### src/rtl/frq_detector.sv
// Measures the period of an asynchronous divided clock in clk cycles and maps it onto a
// 5-bit frequency-select code through a 32-entry period table, with lock and loss detection.
module frq_detector (
    input  logic       clk,
    input  logic       reset_n,
    input  logic       sig_in,
    output logic [4:0] f_code,
    output logic [7:0] period,
    output logic       meas_valid,
    output logic       locked,
    output logic       no_signal
);

    typedef enum logic [1:0] {
        StIdle,
        StMeasure,
        StSearch,
        StUpdate
    } state_e;

    state_e     state_q;
    logic       sync1_q, sync2_q, prev_q;
    logic [7:0] cnt_q, cnt_d;
    logic [7:0] cap_q;
    logic [4:0] idx_q;
    logic [4:0] f_code_q;
    logic [7:0] period_q;
    logic       meas_valid_q, locked_q, no_signal_q;
    logic [1:0] match_cnt_q, match_cnt_d;

    logic       edge_pulse;
    logic       timeout;
    logic       capture;
    logic [7:0] entry;
    logic [7:0] diff;
    logic       hit;

    // Period table: entry k holds the nominal period 2*(k+1) clk cycles.
    logic [7:0] p_tbl [32];
    for (genvar k = 0; k < 32; k++) begin : g_tbl
        assign p_tbl[k] = 8'(2 * (k + 1));
    end

    assign edge_pulse = sync2_q & ~prev_q;

    always_comb begin
        cnt_d = cnt_q;
        if (edge_pulse) begin
            cnt_d = 8'd0;
        end else if (cnt_q != 8'hFF) begin
            cnt_d = cnt_q + 8'd1;
        end
    end

    // An edge in the same cycle as the counter reaching 255 takes priority over the timeout.
    assign timeout = (state_q != StIdle) && !edge_pulse && (cnt_d == 8'hFF);
    assign capture = (state_q == StMeasure) && edge_pulse && (cnt_q != 8'hFF);

    assign entry = p_tbl[idx_q];
    assign diff  = (entry >= cap_q) ? (entry - cap_q) : (cap_q - entry);
    assign hit   = (diff <= 8'd1);

    always_comb begin
        match_cnt_d = 2'd1;
        if ((idx_q == f_code_q) && (match_cnt_q != 2'd0)) begin
            match_cnt_d = (match_cnt_q == 2'd3) ? 2'd3 : match_cnt_q + 2'd1;
        end
    end

    always_ff @(posedge clk or negedge reset_n) begin
        if (!reset_n) begin
            state_q      <= StIdle;
            sync1_q      <= 1'b0;
            sync2_q      <= 1'b0;
            prev_q       <= 1'b0;
            cnt_q        <= 8'd0;
            cap_q        <= 8'd0;
            idx_q        <= 5'd0;
            f_code_q     <= 5'd0;
            period_q     <= 8'd0;
            meas_valid_q <= 1'b0;
            locked_q     <= 1'b0;
            no_signal_q  <= 1'b0;
            match_cnt_q  <= 2'd0;
        end else begin
            sync1_q      <= sig_in;
            sync2_q      <= sync1_q;
            prev_q       <= sync2_q;
            cnt_q        <= cnt_d;
            meas_valid_q <= 1'b0;
            if (edge_pulse) begin
                no_signal_q <= 1'b0;
            end
            if (timeout) begin
                no_signal_q <= 1'b1;
                locked_q    <= 1'b0;
                match_cnt_q <= 2'd0;
                state_q     <= StIdle;
            end else begin
                unique case (state_q)
                    StIdle: begin
                        if (edge_pulse) begin
                            state_q <= StMeasure;
                        end
                    end
                    StMeasure: begin
                        if (capture) begin
                            cap_q   <= cnt_q + 8'd1;
                            idx_q   <= 5'd0;
                            state_q <= StSearch;
                        end
                    end
                    StSearch: begin
                        if (hit) begin
                            state_q <= StUpdate;
                        end else if (idx_q == 5'd31) begin
                            locked_q    <= 1'b0;
                            match_cnt_q <= 2'd0;
                            state_q     <= StMeasure;
                        end else begin
                            idx_q <= idx_q + 5'd1;
                        end
                    end
                    StUpdate: begin
                        f_code_q     <= idx_q;
                        period_q     <= cap_q;
                        meas_valid_q <= 1'b1;
                        match_cnt_q  <= match_cnt_d;
                        locked_q     <= (match_cnt_d == 2'd3);
                        state_q      <= StMeasure;
                    end
                    default: state_q <= StIdle;
                endcase
            end
        end
    end

    assign f_code     = f_code_q;
    assign period     = period_q;
    assign meas_valid = meas_valid_q;
    assign locked     = locked_q;
    assign no_signal  = no_signal_q;

endmodule
### config.mk
export PLATFORM = sky130hd
export DESIGN_NAME = frq_detector
export DESIGN_NICKNAME = d
export VERILOG_FILES = /design/src/rtl/frq_detector.sv
export SDC_FILE = /design/constraint.sdc
export NUM_CORES = 1
export LEC_CHECK = 0
export ABC_AREA = 1
export BUFFER_PORTS_ARGS = -buffer_cell sky130_fd_sc_hd__buf_4
export CORE_UTILIZATION = 30
export DETAILED_ROUTE_END_ITERATION = 8
export SYNTH_ARGS = -nofsm -noshare
export SYNTH_HDL_FRONTEND = slang
export SYNTH_SLANG_ARGS = --single-unit
export TNS_END_PERCENT = 30
### constraint.sdc
create_clock -name clk -period 3.4 [get_ports clk]
set_clock_uncertainty 0.1 [all_clocks]
set_input_delay 0.68 -clock clk [delete_from_list [all_inputs] [get_ports clk]]
set_output_delay 0.68 -clock clk [all_outputs]
set_load 0.01 [all_outputs]
==> results.json, run 1 <==
{
  "status": "finished clean",
  "route.detailed.wl_per_inst_um": 11.7,
  "post_synth_mux_area_share_pct": 0,
  "cts-htree-levels": 2,
  "cts_root_buffer": "sky130_fd_sc_hd__clkbuf_8",
  "clkLatencyLatePin_ns": 0.30,
  "synth_top_family_by_area": "simple AND/OR/NAND/NOR gates",
  "max-cap-violations": 0,
  "antenna_cells": 0,
  "initial_util_pct": 31.5,
  "wirelength_um": 6390,
  "place.detailed.instances": 540,
  "vert_die_dim_um": 101,
  "tightestPinTransition_ns": 0.560,
  "setup-tns-final_ns": 0,
  "most-common-layout-cells": "120 x sky130_fd_sc_hd__nand2_1, 47 x sky130_fd_sc_hd__inv_1, 43 x sky130_fd_sc_hd__dfrtp_1",
  "post_synth_and_or_nand_nor_area_fraction_pct": 30.5,
  "drv_slew": 0,
  "critPathArrivalTime_ns": 3.19,
  "deepest_clock_path_buffer_count": 2,
  "pwr_density_cell_nw_per_um2": 721,
  "vias": 2508,
  "number_of_antenna_violations_at_the_first_check_in_global_routing": 0,
  "final_nets": 444,
  "type_of_origin_of_the_critical_path": "flip-flop",
  "floorplan.rows": 35,
  "antenna_violating_nets_post_route": 0,
  "crit_path_largest_cell_delay_ns": 0.46,
  "critical_path_required_ns": 3.50,
  "reg2reg_slack_ns": 0.31,
  "synth_compound_area_share_pct": 10.0,
  "mappedNetlistArea_um2": 2970,
  "path_class": "flip-flop to flip-flop",
  "flow.area_growth_from_synthesis_pct": 12.7,
  "detailedRoute.firstPassIterationCount": 5,
  "fin_crit_share_pct": 90.8,
  "cts_tree": "built",
  "min_period_ns": 3.09,
  "timing.critical_path.cells": "ha_1 -> ha_1 -> o21ai_1 -> inv_1 -> ha_2 -> nand2_1 -> nor3_2 -> nand2_1 -> nand2_2 -> nand2_1 -> nand2_1 -> nand2_1 -> nor2_2 -> nand4_4 -> nand2_2 -> nor2_1 -> nand2_1 -> nand2_1",
  "path_clk_slew_ns": 0.09,
  "synthesized_area_divided_by_synthesized_cell_count_um2": 7.41,
  "drt-vias-per-instance": 4.58,
  "dpl.hpwl_um": 5010,
  "timing.hold.worst.class": "primary input to async pin",
  "postSynthCellCount": 400,
  "end_kind": "flip-flop",
  "path_max_fanout": 7,
  "critical-path-top-cell-by-count": "sky130_fd_sc_hd__nand2_1",
  "grt_max_degree": 45,
  "setup.worst_path.start": "idx_q[0]",
  "seq_area_frac_synth_pct": 37.1,
  "syn_nets": 426,
  "drc": 0,
  "crit_path_top_delay_cell": "sky130_fd_sc_hd__dfrtp_2",
  "finalHoldViolations": 0,
  "chipWidth_um": 101,
  "io_buffers": 18,
  "yosys_warnings": 0,
  "relSlewSlack_pct": 62.6,
  "die_area_um2": 10300,
  "cts_buffer_count": 5,
  "first_global_vias": 2536,
  "grt_first_pass_wirelength_um": 11300,
  "setup-violations-final": 0,
  "core_um2": 9420,
  "most_common_cell_after_layout_fill_and_taps_aside": "sky130_fd_sc_hd__nand2_1",
  "ys_seq_elements": 44,
  "synth-xor-area-share_pct": 2.36,
  "rsz_0062_raised_after_global_routing": "false",
  "share_of_cells_above_drive_strength_1_pct": 15.3,
  "irDropWorstVdd_v": 0.000213,
  "p_leak_nw": 1.71,
  "p_total_mw": 2.41,
  "ys_types": 35,
  "gp_congestion": 0.891,
  "synth_fa_ha_area_share_pct": 10.2,
  "achievable-frequency_ghz": 0.324,
  "grt.overflow.total": 0,
  "number_of_top_level_pins": 19,
  "cts_sinks": 44,
  "global_route.usage.total_pct": 13.9,
  "r2r-start": "idx_q[0]",
  "finish.cell_count_without_fillers": 548,
  "dr.first_iter.drc_count": 111,
  "fin_worst_hold_slack_ns": 0.265
}
## per-stage QoR
step	setup slack, ns	util (%)	area [um^2]
floorplan	0.593	-	2970
detailed placement	0.180	34.2	3220
finish	0.312	35.5	3340
global route	0.0194	35.5	3340
CTS	0.175	35.4	3340
global placement	0.265	34.2	3220
## Yosys cell counts (all sizes together)
library cell | number | area (um^2)
nor2 | 27 | 114
a21oi | 11 | 58.8
or2 | 3 | 18.8
o21bai | 2 | 15.0
buf | 8 | 57.6
nor3 | 2 | 20.0
o2111ai | 1 | 8.76
nand3b | 1 | 7.51
fa | 2 | 40.0
o211ai | 2 | 25.0
xor2 | 4 | 35.0
clkinv | 3 | 11.3
inv | 58 | 218
o21ai | 34 | 170
nand2 | 128 | 505
nor3b | 1 | 7.51
a21boi | 1 | 11.3
nand4 | 5 | 46.3
ha | 21 | 263
clkbuf | 1 | 3.75
xnor2 | 4 | 35.0
o21a | 1 | 7.51
dfrtp | 44 | 1100
nand3 | 36 | 185
## worst paths after layout
check,end,cells past startpoint
hold / removal,prev_q,1
setup reg to reg,locked,18
hold reg to reg,sync2_q,0
max in group asynchronous,idx_q[0],1
min in group clk,sync2_q,0
setup / recovery,locked,18
## logic make-up (layout without fill, tap and decap cells)
| logic type | Yosys count | count (layout) |
|---|---|---|
| buffers and inverters | 70 | 89 |
| adders and majority gates | 23 | 23 |
| AOI/OAI and AO/OA | 52 | 52 |
| and+or+nand+nor | 203 | 203 |
| xor gates and xnor gates | 8 | 8 |
| DFF | 44 | 44 |
## metal layers
metal / share of wire (%) / track usage (%) / up-vias
li1: - / - / 1302
met1: 48 / 17.6 / 1160
met2: 47 / 24.1 / 36
met3: 3.3 / 2.62 / 10
met4: 1.8 / 4.01 / 0
met5: 0 / 0 / -
## critical path, delay by kind of cell, from the launching register on
kind                     cells  cell delay (ns)
AO/OA/AOI/OAI                1             0.19
adder cells (fa/ha/maj)      3             0.84
buffers and inverters        1             0.07
flip-flops                   1             0.46
AND/OR/NAND/NOR             13             1.33
## final cells by class
class,instances,area (um^2)
Clock buffer,6,82.6
Clock inverter,2,38.8
Fill cell,1018,6070
Inverter,61,229
Multi-Input combinational cell,286,1580
Sequential cell,44,1100
Tap cell,129,161
Timing Repair Buffer,20,150
## where the power goes
part	leakage [nW]	switching [mW]	total, mW	internal, mW
clock network	0.0614	0.194	0.435	0.241
logic	1.06	0.827	1.28	0.457
registers	0.590	0.0774	0.689	0.612
## timing repair
action,CTS,global route
endpoints found under the setup margin,0,10
setup buffers,0,0
endpoints found under the hold margin,0,0
resized for setup,0,5
hold buffers,0,0
## state kept, by name, summed over array words and instances, names as in the netlist, 2 cells and up
name and cells:
cap_q 8, idx_q 5, f_code 5, state_q 2
period 8, cnt_q 8, match_cnt_q 2
Power figures use the tool's default switching activity.
==> run 2: changes to the inputs <==
- clock period: 3.4 -> 2.9 ns (I/O delays scaled with it)
==> results.json, run 2 (synthesis results as in run 1) <==
{
  "dpl.hpwl_um": 5260,
  "cts_tree": "built",
  "critical_path.top_delay_family": "simple AND/OR/NAND/NOR gates",
  "vias": 2633,
  "most-common-layout-cells": "105 x sky130_fd_sc_hd__nand2_1, 43 x sky130_fd_sc_hd__inv_1, 43 x sky130_fd_sc_hd__dfrtp_1",
  "postLayoutCellArea_um2": 3770,
  "most_common_cell_after_layout_fill_and_taps_aside": "sky130_fd_sc_hd__nand2_1",
  "crit_path_top_delay_cell": "sky130_fd_sc_hd__dfrtp_1",
  "cts-htree-levels": 2,
  "status": "finished clean",
  "chipWidth_um": 101,
  "cp_num_buf_inv": 5,
  "relSlewSlack_pct": 63.0,
  "share_of_cells_above_drive_strength_1_pct": 27.5,
  "rsz_0062_raised_after_global_routing": "true",
  "flow.area_growth_from_synthesis_pct": 27.0,
  "antenna_violating_nets_post_route": 0,
  "cts.hold.buffers_added": 0,
  "cts_root_buffer": "sky130_fd_sc_hd__clkbuf_8",
  "max-cap-violations": 0,
  "min_period_ns": 2.82,
  "irDropWorstVdd_v": 0.000286,
  "cts_buffer_count": 5,
  "drc": 0,
  "grt.overflow.total": 0,
  "dr.first_iter.drc_count": 104,
  "crit_path_largest_cell_delay_ns": 0.45,
  "path_clk_slew_ns": 0.09,
  "type_of_origin_of_the_critical_path": "flip-flop",
  "number_of_antenna_violations_at_the_first_check_in_global_routing": 0,
  "grt_first_pass_wirelength_um": 11700,
  "cts_sinks": 44,
  "deepest_clock_path_buffer_count": 2,
  "grt_max_degree": 45,
  "critical-path-top-cell-by-count": "sky130_fd_sc_hd__nand2_1",
  "achievable-frequency_ghz": 0.354,
  "pwr_density_cell_nw_per_um2": 848,
  "postLayoutSetupSlackWorst_ns": 0.0788,
  "fin_worst_hold_slack_ns": 0.166,
  "critPathArrivalTime_ns": 2.92,
  "tightestPinTransition_ns": 0.555,
  "path_max_fanout": 8,
  "core_um2": 9420,
  "die_area_um2": 10300,
  "detailedRoute.firstPassIterationCount": 4,
  "p_leak_nw": 1.86,
  "floorplan.rows": 35,
  "number_of_top_level_pins": 19,
  "final_nets": 465,
  "initial_util_pct": 31.5,
  "fin_crit_share_pct": 97.3,
  "total_placed_instance_area_um2": 3340,
  "drt-vias-per-instance": 4.63,
  "path_class": "flip-flop to flip-flop",
  "vert_die_dim_um": 101,
  "drv_slew": 0,
  "antenna_cells": 0,
  "global_route.usage.total_pct": 14.5,
  "first_global_vias": 2458,
  "wirelength_um": 7090,
  "io_buffers": 18,
  "setup-violations-final": 0,
  "clkLatencyLatePin_ns": 0.30,
  "timing.hold.worst.class": "primary input to async pin",
  "pre_cts_ws_ns": -0.132,
  "global_route.usage.met1_pct": 20.1,
  "critical_path_required_ns": 3.00,
  "groute.layer.met2.usage_pct": 23.3,
  "timing.critical_path.cells": "buf_6 -> ha_4 -> nand2_2 -> o21ai_1 -> buf_4 -> inv_4 -> ha_4 -> a21oi_2 -> nand3_2 -> nand2_4 -> nand2_4 -> inv_2 -> nand2_1 -> nand2_1 -> inv_2 -> nor2_4 -> nand4_4 -> nand2_4 -> nor2_1 -> nand2_1 -> nand2_1",
  "route.detailed.wl_per_inst_um": 12.5,
  "end_kind": "flip-flop",
  "grtUsageMet3_pct": 2.35,
  "finalHoldViolations": 0,
  "global_route.peak_usage_layer": "met2",
  "gp_congestion": 0.875
}
## run 2: changes by cell type in the layout (fill, tap and decap cells not counted), moves of 3 or more
cell                      previous run  this run
sky130_fd_sc_hd__buf_4              20        37
sky130_fd_sc_hd__ha_1               20        14
sky130_fd_sc_hd__ha_4                0         7
sky130_fd_sc_hd__inv_1              47        43
sky130_fd_sc_hd__inv_2              11        14
sky130_fd_sc_hd__nand2_1           120       105
sky130_fd_sc_hd__nand2_2             7        17
sky130_fd_sc_hd__nand2_4             1         7
sky130_fd_sc_hd__nand3_1            35        30
sky130_fd_sc_hd__nand3_2             1         5
sky130_fd_sc_hd__nor2_4              0         3
## run 2: through the flow
stage | utilization [%] | power [mW] | cells | TNS (ns)
global placement | 35.5 | 2.41 | 555 | -0.0448
global route | 40.0 | 3.49 | 569 | -0.0706
CTS | 37.6 | 3.01 | 566 | 0
floorplan | - | 1.98 | 400 | 0
finish | 40.0 | 3.20 | 569 | 0
detailed placement | 35.5 | 2.42 | 555 | -0.994
## run 2: repair_timing
item | CTS | global route
setup endpoints to repair | 10 | 10
pin swaps | 7 | 24
gates cloned | 1 | 0
gates resized for setup | 15 | 47
buffers inserted | 2 | 3
## run 2: final timing paths
| path | start | end | slack [ns] | cells past startpoint |
|---|---|---|---|---|
| max | idx_q[1] | locked | 0.08 | 21 |
| min | reset_n | prev_q | 0.17 | 1 |
| max reg2reg | idx_q[1] | locked | 0.08 | 21 |
| min reg2reg | sync1_q | sync2_q | 0.27 | 0 |
| max in group asynchronous | reset_n | idx_q[0] | 2.14 | 1 |
| min in group clk | sync1_q | sync2_q | 0.27 | 0 |
## run 2: routing by layer
layer | vias to the layer above | wire, um
met1 | 1229 | 3380
met3 | 13 | 172
met5 | - | 0
met4 | 0 | 121
met2 | 43 | 3410
li1 | 1348 | -
## run 2: power by group
group | internal [mW] | switching [mW] | leakage [nW] | total, mW
sequential | 0.717 | 0.0921 | 0.590 | 0.809
combinational | 0.728 | 1.14 | 1.21 | 1.87
clock | 0.282 | 0.239 | 0.0614 | 0.521
## run 2: area by class of cell
cell class,instances,area [um^2]
fill,956,5650
multi-input combinational,287,1830
sequential,44,1100
timing repair buffer,40,320
inverter,61,231
tap,129,161
clock buffer,6,82.6
clock inverter,2,38.8
